File: src/rtl/gnrl_fifo_lr.sv
// Valid/ready FIFO assembled from load-enable flop primitives. It supports
// synchronous flush, optional ready-path cutting, output masking and a DP=0 pass-through mode.

// Load-enable flop with active-low asynchronous reset to zero.
module gnrl_dfflr #(
  parameter int DW = 1
) (
  input  logic          clk,
  input  logic          rst_n,
  input  logic          lden_i,
  input  logic [DW-1:0] d_i,
  output logic [DW-1:0] q_o
);

  logic [DW-1:0] q_q;

  // capture on load enable, clear on reset
  always_ff @(posedge clk or negedge rst_n) begin
    if (!rst_n) begin
      q_q <= {DW{1'b0}};
    end else if (lden_i) begin
      q_q <= d_i;
    end else begin
      q_q <= q_q;
    end
  end

  assign q_o = q_q;

endmodule

// Load-enable flop without reset, used for payload storage.
module gnrl_dffl #(
  parameter int DW = 1
) (
  input  logic          clk,
  input  logic          lden_i,
  input  logic [DW-1:0] d_i,
  output logic [DW-1:0] q_o
);

  logic [DW-1:0] q_q;

  // capture on load enable
  always_ff @(posedge clk) begin
    if (lden_i) begin
      q_q <= d_i;
    end else begin
      q_q <= q_q;
    end
  end

  assign q_o = q_q;

endmodule

module gnrl_fifo_lr #(
  parameter  int DW        = 32,
  parameter  int DP        = 4,
  parameter  int CUT_READY = 0,
  parameter  int MSKO      = 0,
  localparam int CW        = (DP < 1) ? 1 : $clog2(DP + 1)
) (
  input  logic          clk,
  input  logic          rst_n,
  input  logic          flush,
  input  logic          i_vld,
  output logic          i_rdy,
  input  logic [DW-1:0] i_dat,
  output logic          o_vld,
  input  logic          o_rdy,
  output logic [DW-1:0] o_dat,
  output logic [CW-1:0] count
);

  if (DW < 1 || DP < 0) begin : g_param_err
    $error("gnrl_fifo_lr: illegal parameters DW=%0d DP=%0d", DW, DP);
  end

  if (DP == 0) begin : g_pass
    // No storage: the handshake and data connect straight through.
    logic unused_s;
    assign unused_s = ^{clk, rst_n, flush};

    assign o_vld = i_vld;
    assign i_rdy = o_rdy;
    assign count = {CW{1'b0}};
    assign o_dat = ((MSKO != 0) && !i_vld) ? {DW{1'b0}} : i_dat;

  end else begin : g_fifo
    localparam int PW = (DP <= 1) ? 1 : $clog2(DP);
    localparam logic [PW-1:0] PTR_LAST = PW'(DP - 1);
    localparam logic [CW-1:0] CNT_FULL = CW'(DP);

    logic [PW-1:0] wptr_q, wptr_d;
    logic [PW-1:0] rptr_q, rptr_d;
    logic [CW-1:0] count_q, count_d;
    logic          wen_s, ren_s, full_s, empty_s;
    logic          wptr_ld_s, rptr_ld_s, count_ld_s;
    logic [DP-1:0] we_s;
    logic [DW-1:0] mem_q [DP];
    logic [DW-1:0] rdat_s;

    assign full_s  = (count_q == CNT_FULL);
    assign empty_s = (count_q == {CW{1'b0}});

    assign o_vld = ~empty_s & ~flush;
    // With CUT_READY=0 a full FIFO still accepts when the consumer frees a slot.
    assign i_rdy = (CUT_READY != 0) ? (~full_s & ~flush)
                                    : ((~full_s | o_rdy) & ~flush);

    assign wen_s = i_vld & i_rdy;
    assign ren_s = o_vld & o_rdy;

    // next-state for pointers and occupancy; flush overrides everything
    always_comb begin
      wptr_d  = wptr_q;
      rptr_d  = rptr_q;
      count_d = count_q;
      if (flush) begin
        wptr_d  = {PW{1'b0}};
        rptr_d  = {PW{1'b0}};
        count_d = {CW{1'b0}};
      end else begin
        if (wen_s) begin
          wptr_d = (wptr_q == PTR_LAST) ? {PW{1'b0}} : wptr_q + PW'(1);
        end else begin
          wptr_d = wptr_q;
        end
        if (ren_s) begin
          rptr_d = (rptr_q == PTR_LAST) ? {PW{1'b0}} : rptr_q + PW'(1);
        end else begin
          rptr_d = rptr_q;
        end
        case ({wen_s, ren_s})
          2'b10:   count_d = count_q + CW'(1);
          2'b01:   count_d = count_q - CW'(1);
          default: count_d = count_q;
        endcase
      end
    end

    assign wptr_ld_s  = flush | wen_s;
    assign rptr_ld_s  = flush | ren_s;
    assign count_ld_s = flush | (wen_s ^ ren_s);

    gnrl_dfflr #(.DW(PW)) u_wptr (
      .clk    (clk),
      .rst_n  (rst_n),
      .lden_i (wptr_ld_s),
      .d_i    (wptr_d),
      .q_o    (wptr_q)
    );

    gnrl_dfflr #(.DW(PW)) u_rptr (
      .clk    (clk),
      .rst_n  (rst_n),
      .lden_i (rptr_ld_s),
      .d_i    (rptr_d),
      .q_o    (rptr_q)
    );

    gnrl_dfflr #(.DW(CW)) u_count (
      .clk    (clk),
      .rst_n  (rst_n),
      .lden_i (count_ld_s),
      .d_i    (count_d),
      .q_o    (count_q)
    );

    for (genvar i = 0; i < DP; i++) begin : g_mem
      assign we_s[i] = wen_s & (wptr_q == PW'(i));

      gnrl_dffl #(.DW(DW)) u_ent (
        .clk    (clk),
        .lden_i (we_s[i]),
        .d_i    (i_dat),
        .q_o    (mem_q[i])
      );
    end

    // head-of-queue read mux
    always_comb begin
      rdat_s = {DW{1'b0}};
      for (int i = 0; i < DP; i++) begin
        rdat_s = (rptr_q == PW'(i)) ? mem_q[i] : rdat_s;
      end
    end

    assign o_dat = ((MSKO != 0) && !o_vld) ? {DW{1'b0}} : rdat_s;
    assign count = count_q;
  end

endmodule
File: config.mk
export PLATFORM = sky130hd
export DESIGN_NAME = gnrl_fifo_lr
export DESIGN_NICKNAME = d
export VERILOG_FILES = /design/src/rtl/gnrl_fifo_lr.sv
export SDC_FILE = /design/constraint.sdc
export NUM_CORES = 1
export LEC_CHECK = 0
export BUFFER_PORTS_ARGS = -buffer_cell sky130_fd_sc_hd__buf_4
export CAP_MARGIN = 20
export CORE_MARGIN = 2
export CORE_UTILIZATION = 57
export CTS_CLUSTER_SIZE = 28
export DETAILED_ROUTE_END_ITERATION = 12
export GPL_TIMING_DRIVEN = 1
export PLACE_DENSITY = 0.79
export SYNTH_ARGS = -nofsm -noshare
export SYNTH_HDL_FRONTEND = slang
export SYNTH_HIERARCHICAL = 1
export SYNTH_SLANG_ARGS = --single-unit
File: constraint.sdc
create_clock -name clk -period 3.2 [get_ports clk]
set_input_delay 0.16 -clock clk [delete_from_list [all_inputs] [get_ports clk]]
set_output_delay 0.16 -clock clk [all_outputs]
set_load 0.01 [all_outputs]
# Yosys cells after proc, flatten, opt, wreduce, memory -nomap -nowiden
# Cells that the tools add are included.
[word_totals]
register_bits = 135
output_inout_bits = 37
in_bits = 37
[classes]
bitwise = 16
add_sub_neg = 4
mux = 12
eq_ne = 9
n_reduce_logical = 9
[op_table]
columns = ["op", "n"]
rows = [
  ["$mux 32", 4],
  ["$mux 2", 6],
  ["$eq 2x2->1 const B", 5],
  ["$and 1x1->1", 8],
  ["$eq 2x1->1 const B", 3],
  ["$pmux 3 s2", 1],
  ["$reduce_and 2->1", 3],
  ["$add 2x1->2 const B", 2],
  ["$logic_not 2->1", 2],
  ["$or 1x1->1", 4],
  ["$reduce_bool 2->1", 2],
  ["$add 3x1->3 const B", 1],
  ["$eq 3x3->1 const B", 1],
  ["$logic_not 3->1", 1],
  ["$mux 3", 1],
  ["$not 1->1", 3],
  ["$reduce_bool 3->1", 1],
  ["$sub 3x1->3 const B", 1],
  ["$xor 1x1->1", 1],
]

# Longest topological paths before layout
# Gate-level depths: netlist of run 1.
[depth]
ltp_word = 8
ltp_mapped = 9
depth_no_buf = 9

# Hierarchy
# Netlist of run 1, hierarchy kept.
[by_module_without_submodules]
columns = ["module", "seq_area_each_um2", "area_each_um2", "cells_each", "instances"]
rows = [
  ["gnrl_dffl", 960.9, 960.9, 32, 4],
  ["gnrl_fifo_lr", 0.0, 1516.5, 267, 1],
  ["gnrl_dfflr at g_fifo.u_rptr ...", 50.0, 72.6, 4, 2],
  ["gnrl_dfflr at g_fifo.u_count", 75.1, 108.9, 6, 1],
]

# Worst setup path after synthesis of run 1
# No wires, ideal clock.
[synth_timing]
path_kind = "flip-flop to flip-flop"
start = "register g_fifo.u_count.q_q[0] (netlist: g_fifo.u_count/q_o[0])"
end = "register g_fifo.u_count.q_q[2] (netlist: g_fifo.u_count/q_o[2])"
path_slack_ps = 881
path_stages_with_launch = 10
required_ps = 3135
t_arrival_ps = 2254
setup_time_ps = 65
path_buffers = 0
cell_sequence = "dfrtp_1 nor4b_4 nor3b_4 inv_1 ha_1 fa_1 xnor2_1 or3_1 a21oi_1 mux2_2"
[synth_via]
elab_chain_cells = 8
elab_cells_between_ends = 19
cone_classes = "2 x add/sub; 3 x eq/ne; 2 x mux; 9 x bitwise; 3 x reduce/logical"
[synth_rtl]
columns = ["item", "line_no", "rtl"]
rows = [
  ["start: declaration", "15", "logic [DW-1:0] q_q;"],
  ["start signal: assignment", "20", "q_q <= {DW{1'b0}};"],
  ["start signal: assignment", "22", "q_q <= d_i;"],
  ["start signal: assignment", "24", "q_q <= q_q;"],
  ["$eq 3x3->1", "104", "assign full_s = (count_q == CNT_FULL);"],
  ["$not 1->1", "110", ": ((~full_s | o_rdy) & ~flush);"],
  ["$or 1x1->1", "110", ""],
  ["$and 1x1->1", "110", ""],
  ["$and 1x1->1", "112", "assign wen_s = i_vld & i_rdy;"],
  ["$eq 2x1->1 / $eq 2x2->1 (equally long branches)", "135", "case ({wen_s, ren_s})"],
  ["$pmux 3 s2 (*)", "135", ""],
  ["$mux 3 (*)", "120", "if (flush) begin"],
  ["net g_fifo.count_d[2]", "97", "logic [CW-1:0] count_q, count_d;"],
]
# The timed path passes the listed nets; every way through them passes the cells marked *.
# A chain may end at the register's enable or synchronous reset.

# Final worst setup path of run 1
[layout_timing]
start = "register g_fifo.u_rptr.q_q[0] (netlist: g_fifo.u_rptr/q_o[0])"
end = "output port o_dat[0]"
[layout_via]
elab_chain_cells = 5
elab_cells_between_ends = 8
cone_classes = "3 x eq/ne; 4 x mux; 1 x reduce/logical"
[layout_rtl]
columns = ["item", "line_no", "rtl"]
rows = [
  ["start: declaration", "15", ""],
  ["start signal: assignment", "20", ""],
  ["start signal: assignment", "22", ""],
  ["start signal: assignment", "24", ""],
  ["$logic_not 2->1", "186", "rdat_s = (rptr_q == PW'(i)) ? mem_q[i] : rdat_s;"],
  ["$mux 32 (3 in series)", "186", ""],
  ["$mux 32 (*)", "186", ""],
  ["end: declaration", "72", "output logic [DW-1:0] o_dat,"],
]
# Mark *: on every way between the ends. The rest lies on a longest branch, timed or not.

==> results of run 1 <==
stage by stage:
stage,instance area [sq um],power [uW],setup WS [ps],utilization
4_1_cts,7270,6010,431,0.751
2_1_floorplan,5610,3150,881,-
3_3_place_gp,6290,3840,837,0.650
3_5_place_dp,6290,3890,711,0.650
5_1_grt,7270,6250,293,0.751
6_report,7270,5980,431,0.751
cells in the mapped netlist:
library cell	instances
edfxtp_1	128
a21oi_1	65
inv_1	39
nand2_1	33
a22o_1	32
o21ai_0	25
buf_2	15
clkbuf_1	9
ha_1	9
o21ai_1	9
nor2_1	8
dfrtp_1	7
mux2_2	7
and2_1	3
mux2_4	2
nand3_1	2
nor3_1	2
o31ai_1	2
and2_2	1
buf_6	1
fa_1	1
mux2i_1	1
nor2b_1	1
nor3b_4	1
nor4b_4	1
or2_1	1
or3_1	1
or3_2	1
xnor2_1	1
xor2_1	1
power groups by stage:
| stage | clock, uW | combinational (uW) | sequential, uW |
|---|---|---|---|
| after global routing | 2170 | 1930 | 2150 |
| after floorplan | 0 | 990 | 2160 |
| after CTS | 2090 | 1780 | 2140 |
| after global placement | 0 | 1680 | 2160 |
| after detailed placement | 0 | 1710 | 2170 |
| final | 2070 | 1770 | 2140 |
placed cells by master, fill, tap and decap left out, types with 2 or more instances in the layout:
master / Yosys / final
dfrtp_1: 7 / 7
mux2_4: 2 / 2
ha_2: 0 / 3
nand2_1: 33 / 33
dlygate4sd3_1: 0 / 34
a22o_1: 32 / 32
o21ai_1: 9 / 9
a21oi_1: 65 / 65
clkbuf_16: 0 / 16
and2_2: 1 / 4
inv_1: 39 / 39
edfxtp_1: 128 / 128
nor3_1: 2 / 2
ha_1: 9 / 6
bufinv_16: 0 / 5
clkinv_4: 0 / 4
buf_4: 0 / 75
nand3_1: 2 / 2
inv_6: 0 / 3
mux2_2: 7 / 7
o21ai_0: 25 / 25
nor2_1: 8 / 8
o31ai_1: 2 / 2
buf_12: 0 / 3
layout make-up:
cell class / count / area, sq um
Clock inverter: 14 / 223
Tap cell: 133 / 166
Sequential cell: 135 / 4020
Multi-Input combinational cell: 210 / 1340
Fill cell: 557 / 2410
Inverter: 39 / 146
Timing Repair Buffer: 112 / 963
Clock buffer: 17 / 414
sequential cells by signal (all words and copies together) (netlist names):
| register | cells |
|---|---|
| g_fifo.g_mem.u_ent/q_o | 128 |
| g_fifo.u_count/q_o | 3 |
| g_fifo.u_rptr/q_o | 2 |
| g_fifo.u_wptr/q_o | 2 |
repair_timing:
item / 4_1_cts / 5_1_grt
setup endpoints to repair: 0 / 0
buffers inserted: 0 / 0
hold endpoints to repair: 135 / 0
hold buffers: 34 / 0
logic make-up after synthesis:
logic type | share of synthesized area
DFF | 0.716
muxes | 0.0212
xor gates and xnor gates | 0.00312
and+or+nand+nor | 0.0479
adders and majority gates | 0.0236
buffers and inverters | 0.0475
AOI/OAI and AO/OA | 0.141
routing by layer:
layer  track usage  vias to the layer above  wire length [um]
li1              -                     1715                 -
met5             0                        -                 0
met3        0.0578                        8               667
met2         0.375                      132              6030
met1         0.290                     1716              4740
met4        0.0881                        0               120
worst paths after layout:
kind | start | cells after the start | endpoint
worst min register to register | g_fifo.u_wptr/q_o[1]$_DFFE_PN0P_ | 1 | g_fifo.u_wptr/q_o[1]$_DFFE_PN0P_
worst max register to register | g_fifo.u_count/q_o[1]$_DFFE_PN0P_ | 9 | g_fifo.u_count/q_o[2]$_DFFE_PN0P_
worst min-delay path | flush | 3 | g_fifo.u_count/q_o[0]$_DFFE_PN0P_
max in group asynchronous | rst_n | 3 | g_fifo.u_count/q_o[2]$_DFFE_PN0P_
min in group asynchronous | rst_n | 3 | g_fifo.u_wptr/q_o[0]$_DFFE_PN0P_
worst max-delay path | g_fifo.u_rptr/q_o[0]$_DFFE_PN0P_ | 7 | o_dat[0]
critical path, cell delays in order, from the launching register on:
cell	delay (ps)
dfrtp_1	430
inv_1	130
ha_1	610
buf_12	240
nand2_1	80
o21ai_0	220
a22o_1	230
buf_4	140
==> out/results.txt, run 1 <==
hold slack final -> 96.2 ps
Die Ht -> 103 um
Rows -> 36
final hold vios -> 0
Max IR drop VDD -> 0.597 mV
register area share after synthesis -> 0.716
area of the mapped netlist -> 5610 sq um
first-pass GRT wire length -> 17600 um
CP required -> 3040 ps
final critical-path required period -> 2770 ps
combinational power share -> 0.296
Routed WL -> 11600 um
R2R setup slack -> 720 ps
status -> finished, final reports clean
Synthesis Warnings -> 6
vias in the first global route -> 3542
Area contributors post-synth -> edfxtp_1, a21oi_1, a22o_1
Pre-Repair DR Iteration Count -> 5
syn nets -> 456
clock share of power -> 0.346
die area -> 10700 sq um
Final ANT Viol Nets -> 0
Max Slew Vio Count -> 0
root buf cell -> clkbuf_8
cts bufs inserted -> 17
Reg clk slew, reported paths -> 60 ps
Pint -> 4270 uW
Bufs on Longest Clock Path -> 2
RSZ-0062 raised after global routing -> no
gr ovfl total -> 0
syn avg cell area -> 13.7 sq um
area grow syn2layout -> 29.5%
Sw Ratio -> 0.286
Placed Cells -> 595
GPL Wtd Cong -> 0.725
max cap viols -> 0
CTS sink cnt -> 135
Port-buffer cells -> 73
Slew HR -> 0.387
DRT iter0 DRCs -> 258
largest area contributor in the netlist -> edfxtp_1
Tcrit/Tclk final -> 0.865
largest net degree at the start of global routing -> 65
Power Density -> 822 nW/um^2
final setup violation count -> 0
post-cts sizing count -> 0
initial antenna violation count -> 0
Core Region -> 9680 sq um
die width -> 103 um
NetSw -> 1710 uW
Leakage Power -> 0.00287 uW
Vias -> 3571
IO Pins -> 74
Distinct cells, synth -> 30
layout cells sized above 1 -> 0.241
Fin Setup TNS -> 0 ps
detailed-route DRC error count -> 0
Hold/Removal Path Class -> input port to register
vias per inst -> 5.41
Starting Density -> 0.580
final net count -> 562
All-Layer GR Usage -> 0.226
CTS H-Tree Depth -> 4
CP startpoint kind -> register
Avg WL per Cell -> 17.5 um
Worst Tran Pin Value -> 920 ps
Clock Skews -> 9.10 ps
post-synth top area share -> 0.685
CTS tree -> yes
data arrival time of the critical path -> 2610 ps
Mapped Cells -> 409
Antenna Diode Count -> 0
Clock Latency Late Sink -> 510 ps
maximum fanout along the worst path -> 18
sequential power share -> 0.358
DP HPWL -> 6130 um
fmax -> 361 MHz
Non-Filler Instances -> 660
CP Class -> register to primary output
Yosys reg bits -> 135
critical path capture point type -> primary output
No activity file was read; power rests on OpenSTA's default activity.
==> run 2, diff against run 1 <==
CORE_ASPECT_RATIO = 1.75   (was not set)
==> run 2 against run 1 <==
  * Register-to-register slack worse by 30 ps
  * Count of clock-buffer cells in the layout is 2 higher
  * Combinational power hardly changed
  * Critical path depth is 1 lower
  * Power is 3.4% lower
  * Hold slack worse by 0.94 ps
  * Non-clock buffer count is 1 higher
  * Critical path type unchanged
  * Critical endpoint is now o_dat[2]
  * Largest cell class unchanged
  * Largest power group unchanged
==> out/results.txt, run 2 (synthesis gave the netlist of run 1 again) <==
All-Layer GR Usage -> 0.235
data arrival time of the critical path -> 2390 ps
leading cell type in the layout, fill and taps excluded -> edfxtp_1
Clock Skews -> 5.80 ps
final hold vios -> 0
die width -> 79.0 um
sequential power share -> 0.371
CP required -> 3040 ps
Avg WL per Cell -> 18.2 um
max cap viols -> 0
hold slack final -> 95.3 ps
Hold/Removal Path Class -> input port to async pin
Vias -> 3688
Non-Filler Instances -> 654
final setup violation count -> 0
Final ANT Viol Nets -> 0
CTS sink cnt -> 135
Starting Density -> 0.577
gr ovfl total -> 0
RSZ-0062 raised after global routing -> no
DP HPWL -> 6700 um
Tcrit/Tclk final -> 0.796
Antenna Diode Count -> 0
largest net degree at the start of global routing -> 37
area grow syn2layout -> 27.6%
Port-buffer cells -> 73
NetSw -> 1670 uW
first-pass GRT wire length -> 18600 um
design area -> 7160 sq um
CTS H-Tree Depth -> 4
maximum fanout along the worst path -> 24
IO Pins -> 74
Max Slew Vio Count -> 0
DP Area -> 6260 sq um
GPL Wtd Cong -> 0.766
CTS tree -> yes
Worst Tran Pin Value -> 932 ps
vias per inst -> 5.64
root buf cell -> clkbuf_16
Leakage Power -> 0.00285 uW
Die Ht -> 135 um
Bufs on Longest Clock Path -> 2
layout cells sized above 1 -> 0.238
vias in the first global route -> 3823
DRT iter0 DRCs -> 259
Sw Ratio -> 0.288
Fin Setup TNS -> 0 ps
status -> finished, final reports clean
CP Class -> register to primary output
fmax -> 392 MHz
clock share of power -> 0.323
cts bufs inserted -> 17
final net count -> 563
Post-Route Utilization -> 0.736
critical path capture point type -> primary output
final critical-path required period -> 2550 ps
Pre-Repair DR Iteration Count -> 4
most frequent cells in the layout -> edfxtp_1, buf_4, a21oi_1
Power Density -> 806 nW/um^2
post-cts sizing count -> 0
max reg flops -> 128
Rows -> 48
Placed Cells -> 589
detailed-route DRC error count -> 0
combinational power share -> 0.307
Slew HR -> 0.379
initial antenna violation count -> 0
CP startpoint kind -> register
Routed WL -> 11900 um
Core Region -> 9730 sq um
Max IR drop VDD -> 0.536 mV
Reg clk slew, reported paths -> 50 ps
die area -> 10700 sq um
Clock Latency Late Sink -> 410 ps
Pint -> 4110 uW
## run 2: changes by cell type in the layout (fill, tap and decap cells not counted), sizes merged
cell         before  now
buf              78   80
bufinv            5    3
clkbuf           17   19
clkinv            5   10
clkinvlp          1    0
dlygate4sd3      34   33
inv              42   39
## run 2: final timing paths
check / start / endpoint / slack [ps] / cells after the start
hold reg to reg: g_fifo.u_wptr/q_o[1]$_DFFE_PN0P_ / g_fifo.u_wptr/q_o[1]$_DFFE_PN0P_ / 580 / 1
hold / removal: rst_n / g_fifo.u_count/q_o[1]$_DFFE_PN0P_ / 100 / 2
setup reg to reg: g_fifo.u_count/q_o[1]$_DFFE_PN0P_ / g_fifo.u_count/q_o[2]$_DFFE_PN0P_ / 690 / 9
max in group asynchronous: rst_n / g_fifo.u_rptr/q_o[0]$_DFFE_PN0P_ / 2980 / 2
setup / recovery: g_fifo.u_rptr/q_o[0]$_DFFE_PN0P_ / o_dat[2] / 650 / 6
min in group clk: flush / g_fifo.u_count/q_o[1]$_DFFE_PN0P_ / 200 / 3
## run 2: stage by stage
stage               worst slack [ps]  total power, uW
floorplan                        881             3150
global placement                 816             3820
detailed placement               699             3880
CTS                              629             5790
global route                     449             6010
finish                           651             5770
## run 2: timing repair
action | 4_1_cts | 5_1_grt
endpoints found under the hold margin | 135 | 0
buffers inserted | 0 | 0
hold buffers | 33 | 0
## run 2: worst max-delay path, cell delays in order, from the launching register on
cell	delay (ps)
dfrtp_1	430
inv_1	120
ha_2	510
buf_4	380
a21oi_1	140
a22o_1	250
buf_4	150
## run 2: final cells by class
type,instances,area [sq um]
tap,125,156
clock inverter,13,136
timing repair buffer,113,931
fill,642,2570
multi-input combinational,210,1340
sequential,135,4020
inverter,39,146
clock buffer,19,433
## run 2: routing by layer
metal | up-vias | track usage | share of wire
met4 | 0 | 0.104 | 0.016
met5 | - | 0 | 0
li1 | 1716 | - | -
met1 | 1825 | 0.267 | 0.36
met3 | 15 | 0.0587 | 0.056
met2 | 132 | 0.412 | 0.57
## run 2: power by group through the flow
stage	sequential [uW]	clock, uW	combinational (uW)
detailed placement	2170	0	1710
global route	2150	1950	1910
CTS	2140	1880	1770
global placement	2160	0	1660
floorplan	2160	0	990
finish	2140	1860	1770
==> run 3, diff against run 2 <==
ABC_AREA = 1   (was not set)
clock period = 2.65 ns   (was 3.2 ns; I/O delays follow)
==> run 3 against run 2 <==
  * Highest routed layer unchanged
  * Worst setup slack got worse by 450 ps
  * Non-clock buffer count increased by 4
  * Largest power group unchanged
  * Hold slack got worse by 23 ps
==> out/results.txt, run 3 <==
CTS H-Tree Depth -> 4
root buf cell -> clkbuf_16
fmax -> 409 MHz
die width -> 79.4 um
Hold/Removal Path Class -> input port to async pin
Max IR drop VDD -> 0.576 mV
largest area contributor in the netlist -> edfxtp_1
Bufs on Longest Clock Path -> 2
final critical-path required period -> 2440 ps
critical path capture point type -> primary output
vias per inst -> 5.63
Final ANT Viol Nets -> 0
CP required -> 2520 ps
Fin Setup TNS -> 0 ps
syn nets -> 502
R2R Path Start -> g_fifo.u_count/q_o[1]$_DFFE_PN0P_
Leakage Power -> 0.00290 uW
CP startpoint kind -> register
maximum fanout along the worst path -> 49
Mapped Cells -> 455
Power Density -> 794 nW/um^2
design area -> 7270 sq um
Pre-Repair DR Iteration Count -> 5
layout cells sized above 1 -> 0.244
asr flop ratio synth -> 0.0519
status -> finished, final reports clean
largest net degree at the start of global routing -> 50
syn avg cell area -> 12.5 sq um
die area -> 10800 sq um
max reg flops -> 128
IO Pins -> 74
DRT iter0 DRCs -> 295
RSZ-0062 raised after global routing -> no
Slew HR -> 0.562
most common cell in the netlist -> edfxtp_1
vias in the first global route -> 4072
Antenna Diode Count -> 0
Area contributors post-synth -> edfxtp_1, nand2_1, a21oi_1
DP Area -> 6360 sq um
Routed WL -> 12500 um
# Post-CTS Setup Buffers -> 0
post-synth top area share -> 0.677
Vias -> 3962
area of the mapped netlist -> 5680 sq um
Tcrit/Tclk final -> 0.922
leading cell type in the layout, fill and taps excluded -> edfxtp_1
max cap viols -> 0
post-cts sizing count -> 0
All-Layer GR Usage -> 0.243
Core Region -> 9790 sq um
met3 usage -> 0.0571
Die Ht -> 136 um
ys flop type -> edfxtp_1
Hold-fix buffers, CTS -> 34
Worst Tran Pin Value -> 656 ps
DP HPWL -> 7060 um
Starting Density -> 0.580
initial antenna violation count -> 0
Worst setup startpoint -> g_fifo.u_rptr/q_o[1]$_DFFE_PN0P_
Max Slew Vio Count -> 0
Synthesis Warnings -> 6
final net count -> 613
grt peak-use layer -> met2
first-pass GRT wire length -> 19500 um
Rows -> 48
Clock Skews -> 6.66 ps
data arrival time of the critical path -> 2310 ps
met1 usage -> 0.283
Port-buffer cells -> 73
final setup violation count -> 0
Avg WL per Cell -> 17.7 um
EDFF count, synth -> 128
cts bufs inserted -> 17
register area share after synthesis -> 0.708
GRT met2 Usage -> 0.412
CTS tree -> yes
Commonest cells post-synth -> edfxtp_1, nand2_1, a21oi_1
most frequent cells in the layout -> edfxtp_1, nand2_1, buf_4
CTS sink cnt -> 135
Distinct cells, synth -> 24
detailed-route DRC error count -> 0
GPL Wtd Cong -> 0.860
area grow syn2layout -> 28.0%
Reg clk slew, reported paths -> 50 ps
gr ovfl total -> 0
Yosys reg bits -> 135
CP Class -> register to primary output
Clock Latency Late Sink -> 410 ps
final hold vios -> 0
==> run 3: cell count changes after synthesis, sizes merged, moves of 9 or more <==
cell,delta
o211ai,+17
nor2,+34
nand2,+79
o21ai,-24
clkbuf,-9
a22o,-32
buf,+9
mux2,-9
inv,-21
nand3,+17
==> run 3: metrics by stage <==
step | setup slack, ps | total power, uW | instances | hold WS [ps] | util
global placement | 523 | 3490 | 638 | -48.8 | 0.650
detailed placement | 468 | 3530 | 638 | -43.8 | 0.650
finish | 206 | 5770 | 704 | 72.4 | 0.743
CTS | 244 | 5780 | 704 | 66.3 | 0.743
floorplan | 64.4 | 3090 | 455 | -163 | -
global route | 82.9 | 5960 | 704 | 92.1 | 0.743
==> run 3: final timing paths <==
path                                                      to  slack, ps  depth (start not counted)
hold reg to reg            g_fifo.u_count/q_o[2]$_DFFE_PN0P_        530                          2
hold / removal              g_fifo.u_wptr/q_o[0]$_DFFE_PN0P_         70                          2
setup reg to reg           g_fifo.u_count/q_o[2]$_DFFE_PN0P_        460                         12
min in group clk            g_fifo.u_wptr/q_o[1]$_DFFE_PN0P_        120                          5
max in group asynchronous   g_fifo.u_rptr/q_o[0]$_DFFE_PN0P_       2450                          2
setup / recovery                                   o_dat[25]        210                          8
==> run 3: cells by family after synthesis <==
group                    count (synthesis)  share of synthesized area
AO/OA/AOI/OAI                           91                      0.103
buffers and inverters                   43                     0.0414
AND/OR/NAND/NOR                        176                      0.124
flip-flops                             135                      0.708
adder cells (fa/ha/maj)                 10                     0.0234
==> run 3: critical path, cell delays in order, from the launching register on <==
cell	delay [ps]
dfrtp_1	390
inv_1	90
ha_1	220
inv_4	440
nand3_1	150
nand2_1	100
nand2_1	50
a21oi_1	260
buf_4	180
==> run 3: layer usage <==
metal,part of all wire,vias up
met5,0,-
met1,0.36,1896
met2,0.54,197
li1,-,1826
met4,0.031,0
met3,0.068,43
==> run 3: layout make-up <==
cell class / instances / area (sq um)
Clock buffer: 23 / 468
Inverter: 18 / 70.1
Tap cell: 125 / 156
Fill cell: 596 / 2520
Clock inverter: 9 / 101
Sequential cell: 135 / 4020
Multi-Input combinational cell: 277 / 1450
Timing Repair Buffer: 117 / 1000
==> run 3: where the power goes <==
group          switching [uW]  internal (uW)
registers                38.0           2420
clock network             808           1430
logic                     606            471
